$ cat src/rtl/perceptron_train_engine.sv
// Perceptron training engine: threshold filter, request FIFO and grouped saturating RMW of the weight RAM.
// Optional adaptive threshold enabled by defining PERCEPTRON_ADAPTIVE_THETA_EN.
module perceptron_train_engine #(
    parameter  int PERCEPTRON_NUMBER = 64,
    parameter  int HISTORY_SIZE      = 16,
    parameter  int WIDTH             = 8,
    parameter  int LANES             = 4,
    parameter  int FIFO_DEPTH        = 4,
    parameter  int SUM_WIDTH         = 16,
    localparam int NGROUPS           = (HISTORY_SIZE + LANES) / LANES,
    localparam int IDX_W             = $clog2(PERCEPTRON_NUMBER),
    localparam int GRP_W             = $clog2(NGROUPS),
    localparam int ADDR_W            = IDX_W + GRP_W
) (
    input  logic                        clk,
    input  logic                        rst_n,
    input  logic                        req_valid,
    output logic                        req_ready,
    input  logic [IDX_W-1:0]            req_idx,
    input  logic [HISTORY_SIZE-1:0]     req_hist,
    input  logic signed [SUM_WIDTH-1:0] req_sum,
    input  logic                        req_outcome,
    output logic                        wt_rd_en,
    output logic [ADDR_W-1:0]           wt_addr,
    input  logic [LANES*WIDTH-1:0]      wt_rd_data,
    output logic                        wt_wr_en,
    output logic [LANES*WIDTH-1:0]      wt_wr_data,
    output logic                        busy,
    output logic                        upd_done,
    output logic [31:0]                 trained_cnt,
    output logic [31:0]                 skipped_cnt
);

    localparam int PTR_W      = $clog2(FIFO_DEPTH);
    localparam int ABS_W      = SUM_WIDTH + 1;
    localparam int THETA_INIT = (193 * HISTORY_SIZE + 1400) / 100;
    localparam int TOT        = NGROUPS * LANES;
    localparam logic signed [WIDTH-1:0] W_MAX = {1'b0, {(WIDTH-1){1'b1}}};
    localparam logic signed [WIDTH-1:0] W_MIN = {1'b1, {(WIDTH-1){1'b0}}};

    typedef enum logic [1:0] {S_IDLE, S_RD, S_WR} state_t;

    function automatic logic signed [WIDTH-1:0] sat_step(input logic signed [WIDTH-1:0] w,
                                                         input logic up);
        if (up)
            return (w == W_MAX) ? w : w + WIDTH'(1);
        return (w == W_MIN) ? w : w - WIDTH'(1);
    endfunction

    state_t                    r_state, w_state_nxt;
    logic                      r_rdy;
    logic [PTR_W:0]            r_wptr, r_rptr;
    logic [IDX_W-1:0]          r_fifo_idx  [FIFO_DEPTH];
    logic [HISTORY_SIZE-1:0]   r_fifo_hist [FIFO_DEPTH];
    logic [FIFO_DEPTH-1:0]     r_fifo_out;
    logic [IDX_W-1:0]          r_row;
    logic [HISTORY_SIZE-1:0]   r_hist;
    logic                      r_outcome;
    logic [GRP_W-1:0]          r_grp;
    logic                      r_upd_done;
    logic [31:0]               r_trained_cnt, r_skipped_cnt;

    logic                      w_empty, w_full, w_fire, w_push, w_skip, w_pop;
    logic                      w_pred, w_mispred, w_train;
    logic signed [ABS_W-1:0]   w_sum_ext;
    logic [ABS_W-1:0]          w_abs, w_theta;
    logic                      w_rd_en, w_wr_en, w_last;
    logic [TOT-1:0]            w_xvec, w_mask;
    logic [LANES-1:0]          w_xgrp, w_mgrp;
    logic [LANES*WIDTH-1:0]    w_new;

    assign w_empty   = (r_wptr == r_rptr);
    assign w_full    = (r_wptr[PTR_W] != r_rptr[PTR_W]) &&
                       (r_wptr[PTR_W-1:0] == r_rptr[PTR_W-1:0]);
    assign req_ready = r_rdy && !w_full;
    assign w_fire    = req_valid && req_ready;

    // Confidence filter: |y| is formed one bit wider so the most negative sum cannot overflow.
    assign w_sum_ext = {req_sum[SUM_WIDTH-1], req_sum};
    assign w_abs     = req_sum[SUM_WIDTH-1] ? -w_sum_ext : w_sum_ext;
    assign w_pred    = ~req_sum[SUM_WIDTH-1];
    assign w_mispred = w_pred ^ req_outcome;
    assign w_train   = w_mispred || (w_abs <= w_theta);
    assign w_push    = w_fire && w_train;
    assign w_skip    = w_fire && !w_train;

`ifdef PERCEPTRON_ADAPTIVE_THETA_EN
    localparam int TH_W = $clog2(4 * THETA_INIT);
    localparam logic [TH_W-1:0] TH_MAX = '1;
    logic [TH_W-1:0]  r_theta;
    logic signed [6:0] r_tc;

    always_ff @(posedge clk or negedge rst_n) begin
        if (!rst_n) begin
            r_theta <= TH_W'(THETA_INIT);
            r_tc    <= '0;
        end else if (w_push) begin
            if (w_mispred) begin
                if (r_tc == 7'sd62) begin
                    r_tc <= '0;
                    if (r_theta != TH_MAX)
                        r_theta <= r_theta + 1'b1;
                end else begin
                    r_tc <= r_tc + 7'sd1;
                end
            end else begin
                if (r_tc == -7'sd63) begin
                    r_tc <= '0;
                    if (r_theta > TH_W'(1))
                        r_theta <= r_theta - 1'b1;
                end else begin
                    r_tc <= r_tc - 7'sd1;
                end
            end
        end
    end

    assign w_theta = ABS_W'(r_theta);
`else
    assign w_theta = ABS_W'(THETA_INIT);
`endif

    always_ff @(posedge clk) begin
        if (w_push) begin
            r_fifo_idx[r_wptr[PTR_W-1:0]]  <= req_idx;
            r_fifo_hist[r_wptr[PTR_W-1:0]] <= req_hist;
            r_fifo_out[r_wptr[PTR_W-1:0]]  <= req_outcome;
        end
    end

    always_ff @(posedge clk or negedge rst_n) begin
        if (!rst_n) begin
            r_rdy         <= 1'b0;
            r_wptr        <= '0;
            r_rptr        <= '0;
            r_trained_cnt <= '0;
            r_skipped_cnt <= '0;
            r_upd_done    <= 1'b0;
        end else begin
            r_rdy      <= 1'b1;
            r_upd_done <= w_last;
            if (w_push)
                r_wptr <= r_wptr + 1'b1;
            if (w_pop)
                r_rptr <= r_rptr + 1'b1;
            if (w_skip && (r_skipped_cnt != '1))
                r_skipped_cnt <= r_skipped_cnt + 32'd1;
            if (w_last && (r_trained_cnt != '1))
                r_trained_cnt <= r_trained_cnt + 32'd1;
        end
    end

    always_ff @(posedge clk or negedge rst_n) begin
        if (!rst_n)
            r_state <= S_IDLE;
        else
            r_state <= w_state_nxt;
    end

    always_comb begin
        w_state_nxt = r_state;
        w_pop       = 1'b0;
        w_rd_en     = 1'b0;
        w_wr_en     = 1'b0;
        w_last      = 1'b0;
        case (r_state)
            S_IDLE: begin
                if (!w_empty) begin
                    w_pop       = 1'b1;
                    w_state_nxt = S_RD;
                end
            end
            S_RD: begin
                w_rd_en     = 1'b1;
                w_state_nxt = S_WR;
            end
            S_WR: begin
                w_wr_en = 1'b1;
                if (r_grp == GRP_W'(NGROUPS - 1)) begin
                    w_last      = 1'b1;
                    w_state_nxt = S_IDLE;
                end else begin
                    w_state_nxt = S_RD;
                end
            end
            default: w_state_nxt = S_IDLE;
        endcase
    end

    always_ff @(posedge clk or negedge rst_n) begin
        if (!rst_n) begin
            r_row     <= '0;
            r_hist    <= '0;
            r_outcome <= 1'b0;
            r_grp     <= '0;
        end else if (w_pop) begin
            r_row     <= r_fifo_idx[r_rptr[PTR_W-1:0]];
            r_hist    <= r_fifo_hist[r_rptr[PTR_W-1:0]];
            r_outcome <= r_fifo_out[r_rptr[PTR_W-1:0]];
            r_grp     <= '0;
        end else if (w_wr_en && !w_last) begin
            r_grp <= r_grp + 1'b1;
        end
    end

    // Bit j of w_xvec is x_j encoded as 1 => +1; w_mask marks real weights, so padding lanes pass through.
    always_comb begin
        w_xvec                 = '0;
        w_xvec[HISTORY_SIZE:0] = {r_hist, 1'b1};
        w_mask                 = '0;
        w_mask[HISTORY_SIZE:0] = '1;
        w_xgrp                 = w_xvec[int'(r_grp) * LANES +: LANES];
        w_mgrp                 = w_mask[int'(r_grp) * LANES +: LANES];
        w_new                  = wt_rd_data;
        for (int k = 0; k < LANES; k++) begin
            if (w_mgrp[k])
                w_new[k*WIDTH +: WIDTH] = sat_step(wt_rd_data[k*WIDTH +: WIDTH],
                                                   r_outcome == w_xgrp[k]);
        end
    end

    assign wt_rd_en    = w_rd_en;
    assign wt_wr_en    = w_wr_en;
    assign wt_addr     = (w_rd_en || w_wr_en) ? {r_row, r_grp} : '0;
    assign wt_wr_data  = w_wr_en ? w_new : '0;
    assign busy        = (r_state != S_IDLE) || !w_empty;
    assign upd_done    = r_upd_done;
    assign trained_cnt = r_trained_cnt;
    assign skipped_cnt = r_skipped_cnt;

endmodule

$ cat config.mk
export PLATFORM = sky130hd
export DESIGN_NAME = perceptron_train_engine
export DESIGN_NICKNAME = d
export VERILOG_FILES = /design/src/rtl/perceptron_train_engine.sv
export SDC_FILE = /design/constraint.sdc
export NUM_CORES = 1
export LEC_CHECK = 0
export BUFFER_PORTS_ARGS = -buffer_cell sky130_fd_sc_hd__buf_4
export CAP_MARGIN = 25
export CORE_ASPECT_RATIO = 0.6
export CORE_UTILIZATION = 30
export CTS_CLUSTER_SIZE = 8
export DETAILED_ROUTE_END_ITERATION = 16
export MAX_ROUTING_LAYER = met4
export SETUP_SLACK_MARGIN = 0.05
export SLEW_MARGIN = 5
export SYNTH_ARGS = -nofsm -noshare
export SYNTH_HDL_FRONTEND = slang
export SYNTH_SLANG_ARGS = --single-unit
$ cat constraint.sdc
create_clock -name clk -period 8.5 [get_ports clk]
set_clock_uncertainty 0.1 [all_clocks]
set_input_delay 0.85 -clock clk [delete_from_list [all_inputs] [get_ports clk]]
set_output_delay 0.85 -clock clk [all_outputs]
set_load 0.03 [all_outputs]
## After elaboration in Yosys (flattened, before gate mapping)

Memory sizes are Yosys's and may differ from the RTL's. A register that Yosys moved wholly into a read port is not among the register bits.
Cells that the tools add are included.

| storage, ports and cells | value |
|---|---|
| memory bits (read-only) | 0 |
| register bits after elaboration | 82 |
| latch bits | 0 |
| bits of input ports | 74 |
| output and inout bits | 110 |
| RAM bits | 88 |
| memories | 2 |

| operators by class | value |
|---|---|
| shifts and indexed selects | 2 |
| mux-type cells | 49 |
| $add $sub $neg | 14 |
| magnitude comparators | 4 |
| multiply operators | 0 |
| equality and inequality tests | 21 |
| reduce and logical (&&, ||, !) cells | 21 |
| divide/modulo/power cells | 0 |
| bitwise gates (word level) | 2 |

Memory list:

| name | words | bits a word | rd ports | clocked after memory_dff | write ports | line | RTL |
|---|---|---|---|---|---|---|---|
| r_fifo_hist | 4 | 16 | 1 | 1 | 1 | 54 | `logic [HISTORY_SIZE-1:0] r_fifo_hist [FIFO_DEPTH];` |
| r_fifo_idx | 4 | 6 | 1 | 1 | 1 | 53 | `logic [IDX_W-1:0] r_fifo_idx [FIFO_DEPTH];` |

Operators by type and width:

| operator | count |
|---|---|
| 8-bit two-way mux | 20 |
| 32-bit by 1-bit adder with 32-bit output (second input constant) | 2 |
| 8-bit == test (second input constant) | 8 |
| 32-bit != test (second input constant) | 2 |
| 8-bit by 2-bit adder with 8-bit output (second input constant) | 4 |
| 32-bit two-way mux | 1 |
| 8-bit by 2-bit subtractor with 8-bit output (second input constant) | 4 |
| 20-bit by 6-bit variable part select with 4-bit output | 1 |
| 20-bit by 6-bit variable part select with 4-bit output (first input constant) | 1 |
| 1-bit two-way mux | 19 |
| 17-bit by 6-bit less-or-equal comparator with 1-bit output (second input constant) | 1 |
| 17-bit two-way mux | 1 |
| 16-bit negation with 17-bit output | 1 |
| 3-bit by 1-bit adder with 3-bit output (second input constant) | 3 |
| 1-bit logical AND | 9 |
| 9-bit two-way mux | 1 |
| 1-bit zero test | 6 |
| 2-bit by 3-bit < comparator with 1-bit output (second input constant) | 2 |
| 3-bit two-way mux | 2 |
| 2-bit one-hot mux with 3 select lines | 1 |
| 4-bit bitwise mux | 1 |
| 1-bit == test | 4 |
| 2-bit nonzero test | 2 |
| 3-bit == test | 1 |
| 14 further kinds | 16 |

## Longest topological paths before layout

| logic depth | value |
|---|---|
| depth in word-level cells | 8 |
| gate-level depth with buffers | 12 |
| depth with buffers taken out | 10 |

## Worst setup path after synthesis

No wires, ideal clock.

| timing | value |
|---|---|
| path type | register to output |
| start | reg r_grp[0] |
| end | out wt_wr_data[18] |
| data arrival time | 2.922 ns |
| cell stages (with the launch flop) | 8 |
| setup slack | 4.628 ns |
| path through | dfrtp_1 -> buf_2 -> mux4_2 -> nand2b_1 -> xor2_1 -> a21oi_1 -> or4b_2 -> o21ai_0 |

| on the way | value |
|---|---|
| longest elaborated chain between the ends | 7 |
| elaborated cells on any way between the ends | 8 |
| those cells by class | eq/ne (1); shift (2); mux (5) |

Ends and longest elaborated chain:

| what | line | RTL |
|---|---|---|
| from (decl) | 59 | `logic [GRP_W-1:0] r_grp;` |
| from (signal assigned) | 202 | `r_grp <= r_grp + 1'b1;` |
| 20-bit by 6-bit variable part select with 4-bit output | 212 | `w_xgrp = w_xvec[int'(r_grp) * LANES +: LANES];` |
| 1-bit == test | 218 | `r_outcome == w_xgrp[k]);` |
| 1-bit two-way mux | 45 | `if (up)` |
| 1-bit two-way mux | 216 | `if (w_mgrp[k])` |
| 8-bit two-way mux | 47 | `return (w == W_MIN) ? w : w - WIDTH'(1);` |
| 8-bit two-way mux * | 216 |  |
| 32-bit two-way mux * | 225 | `assign wt_wr_data = w_wr_en ? w_new : '0;` |
| to (decl) | 27 | `output logic [LANES*WIDTH-1:0] wt_wr_data,` |

Mark *: on every way between the ends. The rest lies on a longest branch, timed or not. The select of a mux whose other input is x is not followed.

## Worst setup path in the final report

| timing | value |
|---|---|
| start | reg r_grp[0] |
| end | out wt_wr_data[12] |

The elaborated chain is that of the path after synthesis.

==> results.md <==
* Number of enable flip-flop cells after synthesis at 92
* Fin area at 0.0128 mm²
* Max VDD drop at 0.176 mV
* Critical Path Start Type: flop
* Total grt overflow at 0
* Critical Path Fanout Max at 12
* Largest net degree at the start of global routing at 55
* Net count, final at 1,236
* Worst skew pair latency at 0.45 ns
* Clk buf depth at 2
* Leak at 0.00536 µW
* Max frequency at 221 MHz
* Critical path endpoint category: output port
* N_diodes at 0
* Top cell type's share of synthesized area at 26.7%
* DRC at 0
* Synth Flop Type: dfrtp_1
* Post-cts resize count at 0
* Layout cell share with drive strength beyond 1 at 23.1%
* Slew margin rel. at 35.9%
* Row count at 52
* Max H-tree Level at 4
* Detailed Route Iter0 Violations at 541
* Setup ws final at 3.97 ns
* Post-synthesis average cell area at 10.7 µm²
* Worst EP arrival at 3.58 ns
* Number of setup buffers added after CTS at 0
* Number of synthesized register bits at 192
* Yosys warnings at 0
* IO Pins at 184
* Syn Nets at 1,067
* Die X at 242 µm
* CTS tree: done
* Final period util at 53.3%
* Final setup TNS at 0 ns
* CTS clk-pin slew, worst paths at 0.07 ns
* IO Port Bufs at 183
* Die H at 146 µm
* Fillers at 3,391
* Num Clock Sinks at 192
* Most frequent cells in the layout: buf_4, nand2_1, dfrtp_1, edfxtp_1, nor2_1
* Commonest non-fill, non-tap cell in the layout: buf_4
* Syn Inst Count at 967
* Non-filler cells, final at 1,608
* RSZ-0062 raised after global routing: false
* # setup viols final at 0
* Final Hold Viols at 0
* Synthesized area at 0.0103 mm²
* Register area share after synthesis at 50.9%
* CP Class: reg2out
* CTS Hold Bufs at 0
* GPL Wtd Cong at 0.890
* Core area at 0.0338 mm²
* Pre-Repair DR Iteration Count at 5
* Synth area leaders: edfxtp_1, dfrtp_1, mux4_2, xnor2_1, nand2_1
* Area after DPL at 0.0122 mm²
* Crit path time final at 4.53 ns
* Place WS at 4.42 ns
* Vias in the first global route at 7,616
* Routed WL per cell at 16.4 µm
* Yosys top cell by area: edfxtp_1
* Worst slew pin tran at 0.949 ns
* FFs w/ async S/R, synth at 52.1%
* Initial antenna violation count at 0
* # Max-Cap Violations at 0
* CTS Buf Count at 17
* Layout area overhead at 23.5%
* Final Core Density at 37.8%
* Starting density of the core at 30.6%
* Remaining antenna violation count at 0
* Worst EP required at 7.55 ns
* DP Cell Count at 1,576
* Global-route wire length before repair at 42,600 µm
* Vias per std cell at 4.95
* Root buffer cell: clkbuf_16
* Final HPWL DP at 19,000 µm
* Routed WL at 26,400 µm
* Die footprint at 0.0353 mm²
* Synth cell types at 68
* Status: finished, final reports clean
* Via Count at 7,966
* Max Slew Vio Count at 0
* Worst min path class: in2async
* Pwr per Cell Area at 284 mW/mm²
* Total Routing Usage GR at 15.7%
sequential cells by signal, summed over array words and instances (netlist names), 4 cells and up:
signal	count
r_fifo_idx	24
r_fifo_out	4
r_hist	16
r_fifo_hist	64
r_row	6
skipped_cnt	32
trained_cnt	32
final timing paths:
| kind | start | to | slack (ns) | cells after the start |
|---|---|---|---|---|
| max | r_grp[0] | wt_wr_data[12] | 3.97 | 9 |
| max reg2reg | r_rptr[0] | skipped_cnt[19] | 5.61 | 9 |
| max in group asynchronous | rst_n | r_row[4] | 6.81 | 2 |
| min | rst_n | skipped_cnt[5] | 0.34 | 1 |
| min in group clk | r_row[4] | r_row[4] | 0.37 | 2 |
| min reg2reg | r_row[4] | r_row[4] | 0.37 | 2 |
stage by stage:
stage	power, µW	hold WS, ns
after floorplan	2370	0.338
after global placement	2840	0.354
after detailed placement	2890	0.358
after CTS	3660	0.348
after global routing	3890	0.377
final	3630	0.338
cells in the mapped netlist, types with 5 or more instances:
master / instances
clkbuf_1: 37
nand3_1: 40
and2_1: 32
o21ai_0: 32
nand2b_1: 11
nor2b_1: 14
a21oi_1: 39
inv_1: 33
mux2i_1: 5
nor2_1: 61
nor4_1: 7
nand2_1: 133
o221a_2: 5
ha_1: 26
mux4_2: 26
nor3_1: 29
a31oi_1: 9
and3_1: 19
o211ai_1: 5
xor2_1: 29
and4_1: 8
xnor2_1: 59
a21boi_0: 5
edfxtp_1: 92
dfrtp_1: 100
nand4_1: 32
kinds of logic (layout without fill, tap and decap cells):
group	Yosys count	count (layout)	synth area share, %
AOI/OAI and AO/OA	139	139	9.08
xor gates and xnor gates	88	88	7.45
adders and majority gates	26	26	3.14
buffers and inverters	77	259	2.89
DFF	192	192	50.9
muxes	34	34	6.50
other	1	1	0.0362
and+or+nand+nor	410	410	20.0
metal layers:
metal	track usage, %	wire [µm]
met2	21.4	11000
met4	3.48	257
met5	-	0
met3	4.26	1860
met1	23.0	13300
final cells by class:
| class | instances | area, µm² | share of cell area, % |
|---|---|---|---|
| clock buffer | 19 | 443 | 3.47 |
| inverter | 33 | 124 | 0.969 |
| multi-input combinational | 698 | 4780 | 37.4 |
| clock inverter | 13 | 113 | 0.881 |
| timing repair buffer | 194 | 1480 | 11.6 |
| tap | 459 | 574 | 4.49 |
| sequential | 192 | 5270 | 41.2 |
where the power goes:
group | internal (µW) | switching, µW | total [µW]
combinational | 654 | 1020 | 1670
sequential | 1100 | 90.3 | 1190
clock | 411 | 353 | 764
total | 2170 | 1460 | 3630
critical path, cell delays in order (launching register included):
cell and delay, ns:
dfrtp_1 0.58, mux4_2 0.55, nor2b_1 0.15, xnor2_1 0.75, nand2b_1 0.42, a21oi_1 0.07
o21ai_0 0.14, o21ai_0 0.12, and2_1 0.19, buf_4 0.16
Note: power is estimated with default switching activity, not from simulation.
